`config.mk`:
```
export PLATFORM = sky130hd
export DESIGN_NAME = delay_value_gen
export DESIGN_NICKNAME = d
export VERILOG_FILES = /design/src/rtl/delay_pkg.sv /design/src/rtl/delay_range_mask.sv /design/src/rtl/delay_value_gen.sv
export SDC_FILE = /design/constraint.sdc
export NUM_CORES = 1
export LEC_CHECK = 0
export BUFFER_PORTS_ARGS = -buffer_cell sky130_fd_sc_hd__buf_2
export CORE_MARGIN = 4
export CORE_UTILIZATION = 35
export DETAILED_ROUTE_END_ITERATION = 16
export GPL_TIMING_DRIVEN = 0
export PLACE_DENSITY = 0.55
export SLEW_MARGIN = 20
export SYNTH_ARGS = -nofsm -noshare
export SYNTH_HDL_FRONTEND = slang
export SYNTH_SLANG_ARGS = --single-unit
```
`constraint.sdc`:
```
create_clock -name clk -period 5.3 [get_ports clk]
set_input_delay 1.06 -clock clk [delete_from_list [all_inputs] [get_ports clk]]
set_output_delay 1.06 -clock clk [all_outputs]
set_load 0.02 [all_outputs]
```
`src/rtl/delay_pkg.sv`:
```
// Shared types and helpers for the delay value generator.
// The stats counter widths apply only when DELAY_GEN_STATS_EN is defined.
package delay_pkg;

    typedef enum logic [1:0] {
        CALC = 2'd0,
        DRAW = 2'd1,
        OUT  = 2'd2
    } state_e;

    localparam int unsigned PRBS_W      = 31;
    localparam int unsigned STAT_DRAW_W = 32;
    localparam int unsigned STAT_REJ_W  = 32;
    localparam int unsigned STAT_FB_W   = 16;

    // Smear the highest set bit downwards. The result is the smallest 2^k-1 that is >= r.
    function automatic logic [PRBS_W-1:0] range_to_mask(input logic [PRBS_W-1:0] r);
        logic [PRBS_W-1:0] m;
        m = r;
        for (int unsigned i = 1; i < PRBS_W; i++) begin
            m = m | (r >> i);
        end
        return m;
    endfunction

endpackage

```
`src/rtl/delay_range_mask.sv`:
```
// Combinational range-to-mask encoder: mask_o is the smallest 2^k-1 covering range_i.
module delay_range_mask
    import delay_pkg::*;
#(
    parameter int unsigned W = 16
) (
    input  logic [W-1:0] range_i,
    output logic [W-1:0] mask_o
);

    always_comb begin
        mask_o = W'(range_to_mask(PRBS_W'(range_i)));
    end

endmodule

```
`src/rtl/delay_value_gen.sv`:
```
// Turns PRBS words into uniform delay values in [cfg_min, cfg_max] using masked rejection sampling.
// Optional DELAY_GEN_STATS_EN adds saturating draw, reject and fallback counters with a stat_clr input.
module delay_value_gen
    import delay_pkg::*;
#(
    parameter int unsigned DELAY_W    = 16,
    parameter int unsigned MAX_REJECT = 8,
    parameter int unsigned DEF_MIN    = 0,
    parameter int unsigned DEF_MAX    = 0
) (
    input  logic               clk,
    input  logic               rst,
    input  logic [PRBS_W-1:0]  prbs_do,
    output logic               prbs_advance,
    input  logic [DELAY_W-1:0] cfg_min,
    input  logic [DELAY_W-1:0] cfg_max,
    input  logic               cfg_load,
    output logic               cfg_err,
    output logic [DELAY_W-1:0] delay_val,
    output logic               delay_valid,
    input  logic               delay_ready
`ifdef DELAY_GEN_STATS_EN
    ,
    input  logic                   stat_clr,
    output logic [STAT_DRAW_W-1:0] stat_draws,
    output logic [STAT_REJ_W-1:0]  stat_rejects,
    output logic [STAT_FB_W-1:0]   stat_fallbacks
`endif
);

    localparam logic [7:0] REJ_LAST = 8'(MAX_REJECT - 1);

    state_e             state_q, state_d;
    logic [DELAY_W-1:0] lat_min_q, lat_min_d;
    logic [DELAY_W-1:0] lat_max_q, lat_max_d;
    logic [DELAY_W-1:0] range_q, range_d;
    logic [DELAY_W-1:0] mask_q, mask_d;
    logic               cfg_err_q, cfg_err_d;
    logic [7:0]         rej_cnt_q, rej_cnt_d;
    logic               pend_cfg_q, pend_cfg_d;
    logic [DELAY_W-1:0] delay_val_q, delay_val_d;
    logic               delay_valid_q, delay_valid_d;

    logic               inverted;
    logic [DELAY_W-1:0] range_calc;
    logic [DELAY_W-1:0] mask_calc;
    logic [DELAY_W-1:0] cand;
    logic               accept;
    logic               last_try;
    logic               draw_fire;
    logic               rej_fire;
    logic               fb_fire;

    if (DELAY_W < PRBS_W) begin : g_prbs_hi
        logic prbs_hi_unused;
        always_comb prbs_hi_unused = ^prbs_do[PRBS_W-1:DELAY_W];
    end

    always_comb begin
        inverted   = lat_max_q < lat_min_q;
        range_calc = inverted ? '0 : (lat_max_q - lat_min_q);
        cand       = prbs_do[DELAY_W-1:0] & mask_q;
        accept     = cand <= range_q;
        last_try   = rej_cnt_q == REJ_LAST;
        draw_fire  = state_q == DRAW;
        rej_fire   = draw_fire && !cfg_load && !accept && !last_try;
        fb_fire    = draw_fire && !cfg_load && !accept && last_try;
    end

    delay_range_mask #(.W(DELAY_W)) u_range_mask (
        .range_i (range_calc),
        .mask_o  (mask_calc)
    );

    always_comb begin
        state_d       = state_q;
        lat_min_d     = lat_min_q;
        lat_max_d     = lat_max_q;
        range_d       = range_q;
        mask_d        = mask_q;
        cfg_err_d     = cfg_err_q;
        rej_cnt_d     = rej_cnt_q;
        pend_cfg_d    = pend_cfg_q;
        delay_val_d   = delay_val_q;
        delay_valid_d = delay_valid_q;

        if (cfg_load) begin
            lat_min_d = cfg_min;
            lat_max_d = cfg_max;
        end

        case (state_q)
            CALC: begin
                range_d   = range_calc;
                mask_d    = mask_calc;
                cfg_err_d = inverted;
                rej_cnt_d = '0;
                state_d   = cfg_load ? CALC : DRAW;
            end
            DRAW: begin
                if (cfg_load) begin
                    rej_cnt_d = '0;
                    state_d   = CALC;
                end else if (accept || last_try) begin
                    // Fallback halves the masked draw, which is always below the range.
                    delay_val_d   = lat_min_q + (accept ? cand : (cand >> 1));
                    delay_valid_d = 1'b1;
                    rej_cnt_d     = '0;
                    state_d       = OUT;
                end else begin
                    rej_cnt_d = rej_cnt_q + 8'd1;
                end
            end
            OUT: begin
                if (cfg_load) begin
                    pend_cfg_d = 1'b1;
                end
                if (delay_valid_q && delay_ready) begin
                    delay_valid_d = 1'b0;
                    pend_cfg_d    = 1'b0;
                    state_d       = (pend_cfg_q || cfg_load) ? CALC : DRAW;
                end
            end
            default: state_d = CALC;
        endcase
    end

    always_ff @(posedge clk) begin
        if (rst) begin
            state_q       <= CALC;
            lat_min_q     <= DELAY_W'(DEF_MIN);
            lat_max_q     <= DELAY_W'(DEF_MAX);
            range_q       <= '0;
            mask_q        <= '0;
            cfg_err_q     <= 1'b0;
            rej_cnt_q     <= '0;
            pend_cfg_q    <= 1'b0;
            delay_val_q   <= '0;
            delay_valid_q <= 1'b0;
        end else begin
            state_q       <= state_d;
            lat_min_q     <= lat_min_d;
            lat_max_q     <= lat_max_d;
            range_q       <= range_d;
            mask_q        <= mask_d;
            cfg_err_q     <= cfg_err_d;
            rej_cnt_q     <= rej_cnt_d;
            pend_cfg_q    <= pend_cfg_d;
            delay_val_q   <= delay_val_d;
            delay_valid_q <= delay_valid_d;
        end
    end

    always_comb begin
        prbs_advance = draw_fire;
        cfg_err      = cfg_err_q;
        delay_val    = delay_val_q;
        delay_valid  = delay_valid_q;
    end

`ifdef DELAY_GEN_STATS_EN
    logic [STAT_DRAW_W-1:0] stat_draws_q, stat_draws_d;
    logic [STAT_REJ_W-1:0]  stat_rejects_q, stat_rejects_d;
    logic [STAT_FB_W-1:0]   stat_fallbacks_q, stat_fallbacks_d;

    always_comb begin
        stat_draws_d     = stat_draws_q;
        stat_rejects_d   = stat_rejects_q;
        stat_fallbacks_d = stat_fallbacks_q;
        if (stat_clr) begin
            stat_draws_d     = '0;
            stat_rejects_d   = '0;
            stat_fallbacks_d = '0;
        end else begin
            if (draw_fire && stat_draws_q != '1)     stat_draws_d     = stat_draws_q + 1'b1;
            if (rej_fire && stat_rejects_q != '1)    stat_rejects_d   = stat_rejects_q + 1'b1;
            if (fb_fire && stat_fallbacks_q != '1)   stat_fallbacks_d = stat_fallbacks_q + 1'b1;
        end
    end

    always_ff @(posedge clk) begin
        if (rst) begin
            stat_draws_q     <= '0;
            stat_rejects_q   <= '0;
            stat_fallbacks_q <= '0;
        end else begin
            stat_draws_q     <= stat_draws_d;
            stat_rejects_q   <= stat_rejects_d;
            stat_fallbacks_q <= stat_fallbacks_d;
        end
    end

    always_comb begin
        stat_draws     = stat_draws_q;
        stat_rejects   = stat_rejects_q;
        stat_fallbacks = stat_fallbacks_q;
    end
`else
    logic stats_unused;
    always_comb stats_unused = rej_fire ^ fb_fire;
`endif

endmodule

```
Word level (Yosys, flattened, before mapping)
Cells that the tools add are included.
Widths: inputs -> output; s select.
- bits in registers: 93
- input port bits: 67
- output and inout port bits: 19
- add/sub/neg operators: 3
- magnitude comparators: 2
- equal/unequal tests: 7
- mux-type cells: 17
- bitwise logic cells: 17
- reduce and logical (&&, ||, !) cells: 11
- operator list (cell ; count):
    $mux 16 ; 2
    $add 16x16->16 ; 1
    $and 16x16->16 ; 1
    $le 16x16->1 ; 1
    $lt 16x16->1 ; 1
    $mux 8 ; 2
    $or 16x1->16 ; 1
    $or 16x10->16 ; 1
    $or 16x11->16 ; 1
    $or 16x12->16 ; 1
    $or 16x13->16 ; 1
    $or 16x14->16 ; 1
    $or 16x15->16 ; 1
    $or 16x2->16 ; 1
    $or 16x3->16 ; 1
    $or 16x4->16 ; 1
    $or 16x5->16 ; 1
    $or 16x6->16 ; 1
    $or 16x7->16 ; 1
    $or 16x8->16 ; 1
    $or 16x9->16 ; 1
    $pmux 8 s2 ; 1
    $sub 16x16->16 ; 1
    $add 8x1->8 const B ; 1
    other kinds (18) ; 31

Longest topological paths before layout
- depth after elaboration: 17
- depth in mapped cells: 20

Modules after synthesis
Synthesis repeated with hierarchy kept, for this count alone.
- cell total of the unflattened synthesis: 733
- area, all modules: 5798.1 sq um
- by module, submodules not included (module ; instances ; cells an instance ; area each (sq um) ; seq. area each (sq um)):
    delay_value_gen ; 1 ; 710 ; 5651.7 ; 1861.8
    delay_range_mask ; 1 ; 23 ; 146.4 ; 0.0

Worst setup path after synthesis
OpenSTA, ideal clock, no wires.
- kind: input to register
- from: input prbs_do[13]
- to: register delay_val_q[15], in the netlist delay_val[15]
- setup time: 0.122 ns
- data arrival time: 4.524 ns
- required time: 5.178 ns
- slack: 0.654 ns
- stages on the path: 17
- buffers on the path: 1
- cells stage by stage: and2_1 -> ha_1 -> nand3_1 -> nor4_1 -> nand2_1 -> o211ai_1 -> nand2_1 -> buf_2 -> mux2_2 -> ha_1 -> and2_1 -> a22oi_1 -> nand2_1 -> a21o_1 -> o211ai_1 -> a211oi_1 -> o311a_1
- word-level cells in the longest chain between the ends: 4
- elaborated cells between the ends (all ways): 6
- those cells by class: add/sub: 1; order compare: 1; mux: 1; bitwise: 1; reduce/logical: 2
- RTL lines (what ; RTL line ; RTL):
    start, declared ; delay_value_gen.sv:13 ; input logic [PRBS_W-1:0] prbs_do,
    $and 16x16->16 (*) ; delay_value_gen.sv:62 ; cand = prbs_do[DELAY_W-1:0] & mask_q;
    $le 16x16->1 ; delay_value_gen.sv:63 ; accept = cand <= range_q;
    $mux 16 or $logic_or 1x1->1 (tied branches) ; delay_value_gen.sv:106, delay_value_gen.sv:104 ;
    $add 16x16->16 or $reduce_and 3->1 (tied branches) ; - ;
    end signal, assigned ; delay_value_gen.sv:149 ; delay_val_q <= delay_val_d;
    end, declared ; delay_value_gen.sv:41 ; logic [DELAY_W-1:0] delay_val_q, delay_val_d;
Mark *: on every way between the ends. The rest lies on a longest branch, timed or not.
A chain may end at the register's enable or synchronous reset.

Worst setup path in the final report
Ends and elaborated chain as after synthesis.

==> run_results.csv <==
group,metric,value,unit
power_and_ir_drop,power,2.32,mW
global_routing,gr-total-overflow,0,
logic_synthesis,synth.distinct_cells,64,
sta,timing.final.crit_share,93.6,%
detailed_routing,drt_iter0_drc,298,
die,dieHeight,136,um
cts,root_buffer,"clkbuf_16",
logic_synthesis,ys_warn_count,0,
cts,cts_max_level,3,
power_and_ir_drop,p_per_area,348,mW/mm^2
global_routing,antenna_found_initial,0,
global_routing,grt_max_degree,15,
placement,gp_congestion,0.878,
detailed_routing,wirelength,16600,um
finish,final_util,41.7,%
global_routing,grt_pass1_vias,5183,
finish,multi_input_area,0.00364,sq mm
sta,grt_setup_unrepaired,"false",
finish,final_area,0.00667,sq mm
global_routing,track_usage,18.4,%
cts,cts_tree,"yes",
die,start_util,35.9,%
die,rows,46,
power_and_ir_drop,ir_drop,0.000208,V
worst_setup_path,r2r_cells,18,
cts,clock_sinks,92,
detailed_routing,vias,5209,
cts,clk_pin_slew,0.07,ns
placement,placed_cell_area,0.00635,sq mm
worst_setup_path,critPathKind,"in -> reg",
worst_hold_path,hp-class,"reg -> reg",
die,io_pins,86,
logic_synthesis,synth_nets,804,
die,core_area,0.0160,sq mm
sta,timing.slew.headroom,39.9,%
logic_synthesis,avgSynthCellArea,8.35,sq um
worst_setup_path,path_cells,"buf_2 > and2_1 > ha_1 > nand3_1 > nor4_2 > nand2_1 > o211ai_1 > nand2_2 > buf_2 > nand2_1 > o21ai_0 > ha_1 > a211oi_1 > o21ai_0 > and3_1 > o2111a_1 > o211ai_1 > a211oi_1 > o311a_1",
global_routing,grt_pass1_wl,26300,um
worst_setup_path,cp-end-kind,"flop",
finish,final_cell_count_no_fill,988,
placement,port_buffers,68,
worst_setup_path,critPathMaxStageDelay,0.36,ns
sta,final.setup_skew,0.00644,ns
finish,fin_nets,883,
worst_hold_path,holdPathStages,2,
worst_setup_path,cpMaxStageDelayCell,"nor4_2",
logic_synthesis,netlist_instances,688,
detailed_routing,post_drt_via_cell_ratio,5.27,
die,die_area,0.0185,sq mm
sta,max_clock_freq,202,MHz
worst_setup_path,start_kind,"input pin",
finish,seq_area,0.00184,sq mm
worst_setup_path,arrival,5.20,ns
die,chipWidth,136,um
placement,post-place-cells,972,
finish,fillCellCount,1685,
finish,diodes,0,
detailed_routing,firstDrtPassIters,5,
logic_synthesis,syn_area,0.00574,sq mm
worst_setup_path,crit_fanout,10,
cts,cts_hold_buf,0,
cts,clock_latency,0.35,ns
logic_synthesis,async_flop_share,0,%
job,max_cap_violations,0,
sta,fin_crit,4.96,ns
logic_synthesis,ys_seq_elements,92,
logic_synthesis,synthFlopType,"dfxtp_1",
power_and_ir_drop,p_leak,2.92,nW
worst_setup_path,cp_data_required_time,5.54,ns
sta,whs,0.455,ns
sta,hold_viol_final,0,
logic_synthesis,seq_area_frac_synth,32.1,%
finish,syn2layout_area_growth,16.1,%
finish,drive_above_1_share,14.9,%
detailed_routing,drcViolationCount,0,
outcome,status,"complete, no violations",
detailed_routing,antenna_left,0,
cts,post_cts_buffers,0,
detailed_routing,wl_per_cell,16.8,um
cts,cts_buffers,9,
sta,finalSetupViolCount,0,
cts,post_cts_resized,0,
cts,cts_buffer_depth,2,
placement,post-dp-hpwl,13100,um
sta,worst_slew_pin_slew,0.901,ns
sta,maxSlewViolCount,0,
logic_synthesis,synth_edf_count,0,
worst max-delay path: cells and delay by family:
family          cells  cell delay, ns
compound gates      8            1.87
fa+ha+maj           2            0.54
buf+inv             2            0.35
simple gates        7            1.37
Yosys cell counts, types with 3 or more instances:
cell type	n	share of area, %
and2_1	19	2.1
nand4_1	4	0.44
xor2_1	13	2.0
nor2_1	84	5.5
mux2_2	15	2.9
nand2_1	48	3.1
and3_1	6	0.65
mux2i_1	42	7.3
buf_2	4	0.35
o21bai_1	3	0.39
a31oi_1	6	0.65
a221oi_1	3	0.46
clkbuf_1	21	1.4
a211oi_1	10	1.3
inv_1	42	2.7
nand3_1	24	2.1
a21o_1	10	1.3
a2111oi_0	4	0.61
nor3_1	7	0.61
xnor2_1	9	1.4
dfxtp_1	92	32
o21a_1	5	0.65
and4_1	3	0.46
nor2b_1	10	1.1
a21oi_1	50	4.4
nor3b_1	3	0.39
o31a_1	3	0.46
ha_1	47	10
o211ai_1	9	1.2
o21ai_0	33	2.9
o31ai_1	4	0.52
or2_2	4	0.44
or3_1	5	0.54
o21ai_1	3	0.26
a22oi_1	4	0.52
sequential cells by signal (all words and copies together) (netlist names):
register,flops
lat_max_q,16
mask_q,15
delay_valid,1
state_q,2
rej_cnt_q,8
delay_val,16
cfg_err,1
lat_min_q,16
range_q,16
pend_cfg_q,1
power breakdown:
part           switching [mW]  leakage (nW)  internal (mW)  total, mW
Sequential             0.0402         0.754          0.760      0.801
Combinational           0.514          2.01          0.338      0.852
Clock                   0.275         0.149          0.390      0.665
Total                   0.829          2.92           1.49       2.32
cells by family after synthesis:
| group | synth area share, % |
|---|---|
| simple gates | 19.0 |
| fa+ha+maj | 10.9 |
| xor+xnor | 3.36 |
| buf+inv | 4.69 |
| compound gates | 19.7 |
| flops | 32.1 |
| mux | 10.3 |
layout by cell type (no fill, tap or decap), drive strengths merged, types with 9 or more instances in the layout:
cell type,Yosys,final
a21o,10,10
a21oi,50,50
nor2b,10,10
mux2,15,15
clkbuf,22,34
mux2i,42,42
dfxtp,92,92
xor2,13,13
inv,42,42
xnor2,9,9
buf,6,74
nand3,24,24
ha,47,47
o21ai,36,36
a211oi,10,10
nor2,84,84
and2,19,19
nand2,48,48
o211ai,10,10
per-stage QoR:
stage | setup slack [ns] | setup TNS, ns
finish | 0.338 | 0
global route | 0.0588 | 0
CTS | 0.249 | 0
detailed placement | -0.100 | -0.220
global placement | -0.00979 | -0.00979
floorplan | 0.654 | 0
routing by layer:
layer,vias to the layer above,track usage (%),routed length (um)
met5,-,0,0
met4,0,5.66,367
met3,26,4.33,970
met2,146,29.8,7470
met1,2415,24.2,7770
li1,2622,-,-
path summary, 6_finish.rpt:
check	endpoint	startpoint	slack, ns
worst max-delay path	delay_val[15]	prbs_do[13]	0.34
worst min-delay path	delay_val[3]	delay_val[3]	0.45
worst max register to register	delay_val[15]	mask_q[6]	0.85
worst min register to register	delay_val[3]	delay_val[3]	0.45
area by class of cell:
cell class,instances,area share [%]
Inverter,42,2.37
Tap cell,216,4.05
Clock inverter,4,0.713
Sequential cell,92,27.6
Timing Repair Buffer,68,5.11
Buffer,28,1.67
Clock buffer,12,3.85
Multi-Input combinational cell,526,54.6
Power figures use the tool's default switching activity.
